<file path="config.mk">
export PLATFORM = sky130hd
export DESIGN_NAME = protect_trip_latch
export DESIGN_NICKNAME = d
export VERILOG_FILES = /design/src/rtl/protect_trip_latch.sv
export SDC_FILE = /design/constraint.sdc
export NUM_CORES = 1
export LEC_CHECK = 0
export BUFFER_PORTS_ARGS = -buffer_cell sky130_fd_sc_hd__buf_2
export CELL_PAD_IN_SITES_DETAIL_PLACEMENT = 1
export CELL_PAD_IN_SITES_GLOBAL_PLACEMENT = 1
export CORE_ASPECT_RATIO = 0.9
export CORE_MARGIN = 2
export CORE_UTILIZATION = 45
export CTS_BUF_LIST = sky130_fd_sc_hd__clkbuf_4
export DETAILED_ROUTE_END_ITERATION = 16
export GPL_ROUTABILITY_DRIVEN = 0
export PLACE_DENSITY = 0.83
export SKIP_CTS_REPAIR_TIMING = 1
export SKIP_LAST_GASP = 1
export SYNTH_ARGS = -nofsm -noshare
export SYNTH_HDL_FRONTEND = slang
export SYNTH_SLANG_ARGS = --single-unit
</file>
<file path="constraint.sdc">
create_clock -name CLK_50M -period 2.9 [get_ports CLK_50M]
set_clock_uncertainty 0.15 [all_clocks]
set_input_delay 0.29 -clock CLK_50M [delete_from_list [all_inputs] [get_ports CLK_50M]]
set_output_delay 0.29 -clock CLK_50M [all_outputs]
set_load 0.1 [all_outputs]
</file>
<file path="src/rtl/protect_trip_latch.sv">
// Fault trip latch: latches any active-low filtered fault, kills PWM, interrupts DSP, re-arms after clear handshake + hold-off.
// Optional trip counter output Trip_Cnt is enabled by defining PROTECT_TRIP_CNT_EN.
module protect_trip_latch #(
    parameter int unsigned CLR_MIN     = 4,
    parameter int unsigned HOLDOFF_CYC = 500
) (
    input  logic       CLK_50M,
    input  logic       Rst,
    input  logic       BusOvp_F,
    input  logic       IP_Ocp_F,
    input  logic       InvOcp1_F,
    input  logic       InvOcp2_F,
    input  logic       OP_Ovp1_F,
    input  logic       OP_Ovp2_F,
    input  logic       Fault_Clr,
    output logic       PWM_Kill_n,
    output logic       Fault_n,
    output logic       Clr_Ack,
    output logic [2:0] First_Code,
    output logic [5:0] Fault_Mask
`ifdef PROTECT_TRIP_CNT_EN
    ,
    output logic [7:0] Trip_Cnt
`endif
);

    typedef enum logic [1:0] {
        ST_ARMED    = 2'd0,
        ST_TRIPPED  = 2'd1,
        ST_CLEARING = 2'd2,
        ST_HOLDOFF  = 2'd3
    } state_t;

    state_t      r_state;
    logic [7:0]  r_clr_cnt;
    logic [15:0] r_hold_cnt;

    state_t      w_state_nxt;
    logic [7:0]  w_clr_cnt_nxt;
    logic [15:0] w_hold_cnt_nxt;
    logic [2:0]  w_code_nxt;
    logic [5:0]  w_mask_nxt;
    logic [5:0]  w_act;
    logic        w_any;
    logic [2:0]  w_first;

    // Index 0 is code 1 (BusOvp) through index 5 = code 6 (OP_Ovp2).
    assign w_act = ~{OP_Ovp2_F, OP_Ovp1_F, InvOcp2_F, InvOcp1_F, IP_Ocp_F, BusOvp_F};
    assign w_any = |w_act;

    always_comb begin
        w_first = 3'd0;
        for (int i = 5; i >= 0; i--) begin
            if (w_act[i]) w_first = 3'(i + 1);
        end
    end

    always_comb begin
        w_state_nxt    = r_state;
        w_clr_cnt_nxt  = r_clr_cnt;
        w_hold_cnt_nxt = r_hold_cnt;
        w_code_nxt     = First_Code;
        w_mask_nxt     = Fault_Mask;
        unique case (r_state)
            ST_ARMED: begin
                if (w_any) begin
                    w_state_nxt   = ST_TRIPPED;
                    w_code_nxt    = w_first;
                    w_mask_nxt    = w_act;
                    w_clr_cnt_nxt = 8'd0;
                end
            end
            ST_TRIPPED: begin
                w_mask_nxt = Fault_Mask | w_act;
                if (!Fault_Clr)
                    w_clr_cnt_nxt = 8'd0;
                else if (r_clr_cnt >= 8'(CLR_MIN))
                    w_clr_cnt_nxt = 8'(CLR_MIN);
                else
                    w_clr_cnt_nxt = r_clr_cnt + 8'd1;
                // An accepted clear only takes effect once every fault has gone away.
                if (w_clr_cnt_nxt == 8'(CLR_MIN) && !w_any) begin
                    w_state_nxt   = ST_CLEARING;
                    w_code_nxt    = 3'd0;
                    w_mask_nxt    = 6'd0;
                    w_clr_cnt_nxt = 8'd0;
                end
            end
            ST_CLEARING: begin
                if (w_any) begin
                    w_state_nxt   = ST_TRIPPED;
                    w_code_nxt    = w_first;
                    w_mask_nxt    = w_act;
                    w_clr_cnt_nxt = 8'd0;
                end else if (!Fault_Clr) begin
                    w_state_nxt    = ST_HOLDOFF;
                    w_hold_cnt_nxt = 16'd0;
                end
            end
            ST_HOLDOFF: begin
                if (w_any) begin
                    w_state_nxt    = ST_TRIPPED;
                    w_code_nxt     = w_first;
                    w_mask_nxt     = w_act;
                    w_clr_cnt_nxt  = 8'd0;
                    w_hold_cnt_nxt = 16'd0;
                end else if (r_hold_cnt == 16'(HOLDOFF_CYC - 1)) begin
                    w_state_nxt    = ST_ARMED;
                    w_hold_cnt_nxt = 16'd0;
                end else begin
                    w_hold_cnt_nxt = r_hold_cnt + 16'd1;
                end
            end
            default: begin
                w_state_nxt   = ST_TRIPPED;
                w_mask_nxt    = Fault_Mask | w_act;
                w_clr_cnt_nxt = 8'd0;
            end
        endcase
    end

    always_ff @(posedge CLK_50M) begin
        if (Rst) begin
            r_state    <= ST_HOLDOFF;
            r_clr_cnt  <= 8'd0;
            r_hold_cnt <= 16'd0;
            PWM_Kill_n <= 1'b0;
            Fault_n    <= 1'b1;
            Clr_Ack    <= 1'b0;
            First_Code <= 3'd0;
            Fault_Mask <= 6'd0;
        end else begin
            r_state    <= w_state_nxt;
            r_clr_cnt  <= w_clr_cnt_nxt;
            r_hold_cnt <= w_hold_cnt_nxt;
            PWM_Kill_n <= (w_state_nxt == ST_ARMED);
            Fault_n    <= (w_state_nxt != ST_TRIPPED);
            Clr_Ack    <= (w_state_nxt == ST_CLEARING);
            First_Code <= w_code_nxt;
            Fault_Mask <= w_mask_nxt;
        end
    end

`ifdef PROTECT_TRIP_CNT_EN
    logic w_trip_evt;
    // Re-trips out of CLEARING are deliberately not counted.
    assign w_trip_evt = (w_state_nxt == ST_TRIPPED) &&
                        (r_state == ST_ARMED || r_state == ST_HOLDOFF);

    always_ff @(posedge CLK_50M) begin
        if (Rst)
            Trip_Cnt <= 8'd0;
        else if (w_trip_evt && Trip_Cnt != 8'hFF)
            Trip_Cnt <= Trip_Cnt + 8'd1;
    end
`endif

endmodule

</file>
==> results of run 1 <==
cells in the final DEF, fill, tap and decap left out, drive strengths merged, types with 3 or more instances in the layout:
master  netlist  routed
nand2b        8       8
a41oi         3       3
a21oi        19      19
and3          5       5
clkbuf        4       6
nand4         4       4
nor4          4       4
a31oi        12      12
inv           4       4
nand3        13      13
dfxtp        38      38
and2          8       8
nand2        27      27
buf           4      22
o21ai         8       8
ha            3       3
nor3          4       4
nor2         14      14
cell type report:
cell class / count / share of cell area
Timing Repair Buffer: 22 / 0.0586
Clock inverter: 2 / 0.00446
Sequential cell: 38 / 0.388
Inverter: 4 / 0.00765
Multi-Input combinational cell: 160 / 0.489
Tap cell: 46 / 0.0293
Clock buffer: 6 / 0.0229
final timing paths:
check                  end  slack, ps  cells after the start
max          r_hold_cnt[6]        400                      6
min          Fault_Mask[5]         20                      2
max reg2reg  r_hold_cnt[6]        400                      6
min reg2reg  Fault_Mask[3]        320                      2
synth_stat cells (all sizes together) (3+ instances only):
cell type  instances
nand3             13
and3               5
inv                4
clkbuf             4
nand2             27
nor2              14
buf                4
nand2b             8
and2               8
nand4              4
a41oi              3
a21oi             19
nor4               4
ha                 3
a31oi             12
dfxtp             38
nor3               4
o21ai              8
per-stage QoR:
stage	std cells	power (mW)	setup WS [ps]	hold WS, ps
after global placement	270	0.670	505	292
after floorplan	210	0.644	586	232
after CTS	278	0.937	384	12.8
after detailed placement	270	0.674	388	304
final	278	0.927	395	23.1
after global routing	278	0.971	261	18.6
layer usage:
metal | global-route usage | wire length, um
met1 | 0.264 | 2040
met3 | 0.0521 | 165
met2 | 0.351 | 2140
met5 | 0 | 0
met4 | 0.0361 | 23
registers in the layout, summed over array words and instances, names as in the netlist:
name and count:
Clr_Ack 1, Fault_Mask 6, Fault_n 1, First_Code 3, PWM_Kill_n 1, r_clr_cnt 8
r_hold_cnt 16, r_state 2
cells by family (layout without fill, tap and decap cells):
logic type      after synthesis  after routing  synth area share
simple gates                 99             99             0.310
xor+xnor                      1              1           0.00491
fa+ha+maj                     3              3            0.0210
flops                        38             38             0.426
mux                           1              1           0.00561
buf+inv                      12             34            0.0351
compound gates               56             56             0.197
power by group through the flow:
stage / registers [mW] / clock network [mW] / logic (mW)
after CTS: 0.540 / 0.274 / 0.123
final: 0.539 / 0.265 / 0.123
after detailed placement: 0.551 / 0 / 0.123
after floorplan: 0.613 / 0 / 0.0315
after global placement: 0.550 / 0 / 0.120
after global routing: 0.541 / 0.301 / 0.129
worst reg2reg max path: cells and delay by family, from the launching register on:
family / cells / cell delay, ps
compound gates: 1 / 290
fa+ha+maj: 1 / 260
flops: 1 / 430
simple gates: 4 / 1290
==> impl_results.md, run 1 <==
* Status: finished, final reports clean
* Critical path type: register to register
* Via-to-Cell Ratio at 5.86
* Reg clk slew, reported paths at 110 ps
* Initial antenna violation count at 0
* Max stage delay on crit path at about 500 ps
* Crit path time final at 2500 ps
* Fin. max-slew vios at 0
* Initial Utilization at 0.475
* CTS root buffer: clkbuf_4
* Post-Syn Instances at 210
* Antenna diodes at 0
* DP HPWL at 3.29 mm
* Clock power share at 0.286
* Family with the most delay on the worst path: simple AND/OR/NAND/NOR gates
* Worst Path Max Fanout at 12
* Critical Path, Cell by Cell: ha_1 -> or4b_4 -> nor4_4 -> nor3_2 -> and2_1 -> a221o_1
* Type of the tightest min-delay check: input port to register
* Period utilization at 0.864
* Post-synth top area share at 0.426
* Overall die width at approximately 70 um
* Max-cap viol count at 0
* Post-Route Utilization at 0.522
* Remaining DRCs at 0
* PD cells at 472 nW/um2
* Num CTS Buffers at 5
* Multi-input logic area at about 960 um2
* Rows at 21
* Worst reg2reg startpoint: r_hold_cnt[0]
* Net Count, Synth at 222
* Synth top area cells: dfxtp_1 (43%), nand2_1 (5.7%), a21oi_1 (5.3%)
* # port buffers at 20
* Register area at 761 um2
* Internal power at between 600 and 700 uW
* Synthesized area at 1780 um2
* Synth Flop Type: dfxtp_1
* Critical Path Start Type: register
* HP Start: OP_Ovp2_F
* Share of cells above drive strength 1 at 0.168
* Layout fillers at 460
* Sequential share of power at 0.582
* Max stage delay cell, worst path: or4b_4
* Slew margin rel. at 0.503
* Total GRT Usage at 0.205
* Die height at 63.7 um
* Register bit total from synthesis at 38
* Yosys cell types at 41
* Total routed wirelength at ~4.4 mm
* Worst path required time at 2980 ps
* Async SR Flop Fraction at 0
* DR iter-0 viols at 72
* Router iterations before antenna repair at 4
* Synthesis-to-finish area growth at 10.0%
* DR WL/cell at 15.7 um
* Origin of the worst setup path: r_hold_cnt[0]
* Final nets at ~240
* Post-route ant nets at 0
* Slew @ Worst Pin at 740 ps
* Final setup fails at 0
* H-tree levels at 2
* Crit path buf inv count at 0
* Syn Area/Cell at around 8.5 um2
* Final TNS setup at 0 ps
* Clock latency at the later pin of the worst-skew pair at ~330 ps
* CP arrival at 2590 ps
* RSZ-0062 raised after global routing: false
* Combinational power share at 0.132
* TritonCTS Sinks at 38
* Largest net degree at the start of global routing at 16
* F_max at 0.399 GHz
* Placed Area at 1910 um2
* TritonCTS clock tree: done
* YS warnings at 0
* Net Sw Power at 271 uW
* Global route overflow at 0
* Via Count at 1630
* Register area share after synthesis at 0.426
* P_leak at around 0.76 nW
* Post-route cell area at 1960 um2
* Critical Path End Type: register
* Ports at 21
* First-pass GRT wire length at 7.48 mm
* Worst vdd ir at 0.434 mV
* Vias in the first global route at 1601
* Final Hold Viols at 0
* Core area at 3760 um2
* Post-synth EDFFs at 0
* Die Area at 4490 um2
* Clock Path Buffers at 2
* Sw frac at 0.292
* Largest area contributor in the netlist: dfxtp_1
Note: power is estimated with default switching activity, not from simulation.
==> inputs of run 2 (changes only) <==
RECOVER_POWER = 25   (was unset)
==> impl_results.md, run 2 (synthesis gave the netlist of run 1 again) <==
* Largest net degree at the start of global routing at 16 (unchanged)
* Reg clk slew, reported paths at 110 ps (about the same)
* RSZ-0062 raised after global routing: false (unchanged)
* F_max at 0.400 GHz (was 0.399 GHz)
* Via Count at 1634 (was 1630)
* Crit path time final at 2500 ps (about the same)
* Fin worst setup slack at 402 ps (was 395 ps)
* Vias in the first global route at 1601 (unchanged)
* Period utilization at 0.862 (was 0.864)
* Num CTS Buffers at 5 (unchanged)
* Layout fillers at 467 (was 460)
* Origin of the worst setup path: r_hold_cnt[0] (unchanged)
* H-tree levels at 2 (unchanged)
* Status: finished, final reports clean (unchanged)
* Router iterations before antenna repair at 4 (unchanged)
* Rows at 21 (unchanged)
* Commonest non-fill, non-tap cell in the layout: dfxtp_1 (unchanged)
* CTS root buffer: clkbuf_4 (unchanged)
* PD cells at 474 nW/um2 (was 472 nW/um2)
* Type of the tightest min-delay check: input port to register (unchanged)
* DR WL/cell at 15.7 um (about the same)
* Clock latency at the later pin of the worst-skew pair at 330 ps (about the same)
* Core area at 3760 um2 (unchanged)
* Initial antenna violation count at 0 (unchanged)
* Critical Path Start Type: register (unchanged)
* CP arrival at 2580 ps (was 2590 ps)
* Final setup fails at 0 (unchanged)
* Initial Utilization at 0.475 (unchanged)
* Clock Path Buffers at 2 (unchanged)
* Max reg flops at 16 (unchanged)
* TritonCTS Sinks at 38 (unchanged)
* Fin. max-slew vios at 0 (unchanged)
* Slew @ Worst Pin at 1200 ps (was 740 ps)
* First-pass GRT wire length at 7.48 mm (unchanged)
* Largest regs: r_hold_cnt (16), r_clr_cnt (8), Fault_Mask (6) (unchanged)
* Ports at 21 (unchanged)
* Final TNS setup at 0 ps (unchanged)
* Dpl ws at 388 ps (unchanged)
* Die height at 63.7 um (unchanged)
* Most frequent cells in the layout: dfxtp_1 (38), nand2_1 (27), a21oi_1 (19), nor2_1 (14), nand3_1 (13) (was dfxtp_1 (38), nand2_1 (27), buf_2 (20), a21oi_1 (19), nor2_1 (14))
* Worst Path Max Fanout at 12 (unchanged)
* Largest reg by FF count: r_hold_cnt (unchanged)
* TritonCTS clock tree: done (unchanged)
* Max-cap viol count at 0 (unchanged)
* P_leak at 0.718 nW (was 0.762 nW)
* Worst path required time at 2980 ps (about the same)
* DP HPWL at 3.29 mm (unchanged)
* Antenna diodes at 0 (unchanged)
* Global route overflow at 0 (unchanged)
* Slew margin rel. at 0.206 (was 0.503)
* Worst vdd ir at 0.431 mV (was 0.434 mV)
* Final Hold Viols at 0 (unchanged)
* Final nets at 243 (unchanged)
* Remaining DRCs at 0 (unchanged)
* Post-route ant nets at 0 (unchanged)
* Total routed wirelength at 4.36 mm (was 4.37 mm)
* Critical path type: register to register (unchanged)
* Worst reg2reg startpoint: r_hold_cnt[0] (unchanged)
* Synthesis-to-finish area growth at 9.19% (was 10.0%)
* # port buffers at 20 (unchanged)
* Critical Path End Type: register (unchanged)
* Via-to-Cell Ratio at 5.88 (was 5.86)
* HP Start: InvOcp1_F (was OP_Ovp2_F)
* DR iter-0 viols at 71 (was 72)
* Share of cells above drive strength 1 at 0.116 (was 0.168)
* Total GRT Usage at 0.205 (unchanged)
* Overall die width at 70.4 um (unchanged)
* Die Area at 4490 um2 (unchanged)
## run 2: cell types whose count changed in the layout (fill, tap and decap cells not counted), sizes merged
| cell | before | now |
|---|---|---|
| buf | 22 | 10 |
| clkbuf | 6 | 18 |
## run 2: area by class of cell
| class | count | area [um2] | share of cell area |
|---|---|---|---|
| clock buffers | 6 | 45.0 | 0.0231 |
| clock inverters | 2 | 8.76 | 0.00450 |
| inverters | 4 | 15.0 | 0.00771 |
| multi-input cells | 160 | 961 | 0.493 |
| flip-flops and latches | 38 | 761 | 0.390 |
| well taps | 46 | 57.6 | 0.0295 |
| repair buffers | 22 | 100 | 0.0514 |
## run 2: worst max-delay path, stage by stage, from the launching register on
cell and delay [ps]:
dfxtp_1 430, ha_1 260, or4b_4 500, nor4_4 390
nor3_2 180, and2_1 210, a221o_1 280
## run 2: metal layers
metal | routed length, um | global-route usage | share of wire | vias up
met1 | 2050 | 0.264 | 0.47 | 801
li1 | - | - | - | 811
met4 | 23 | 0.0361 | 0.0053 | 0
met5 | 0 | 0 | 0 | -
met3 | 168 | 0.0521 | 0.039 | 2
met2 | 2110 | 0.351 | 0.48 | 20
## run 2: stage by stage
step / area [um2] / util / hold WS (ps) / total power [mW] / std cells
5_1_grt: 1950 / 0.518 / 18.6 / 0.970 / 278
3_5_place_dp: 1910 / 0.508 / 304 / 0.674 / 270
4_1_cts: 1960 / 0.522 / 12.8 / 0.937 / 278
2_1_floorplan: 1780 / - / 232 / 0.644 / 210
6_report: 1950 / 0.518 / 24.9 / 0.923 / 278
3_3_place_gp: 1910 / 0.508 / 292 / 0.670 / 270
## run 2: final timing paths
kind	depth (start not counted)	to	slack, ps
max	6	r_hold_cnt[6]	400
min	2	Fault_Mask[2]	20
max reg2reg	6	r_hold_cnt[6]	400
min reg2reg	2	Fault_Mask[3]	320
## run 2: where the power goes
group | internal [mW] | switching, mW | total [mW]
registers | 0.532 | 0.00764 | 0.540
logic | 0.0212 | 0.0990 | 0.120
clock network | 0.101 | 0.163 | 0.263
total | 0.654 | 0.269 | 0.923
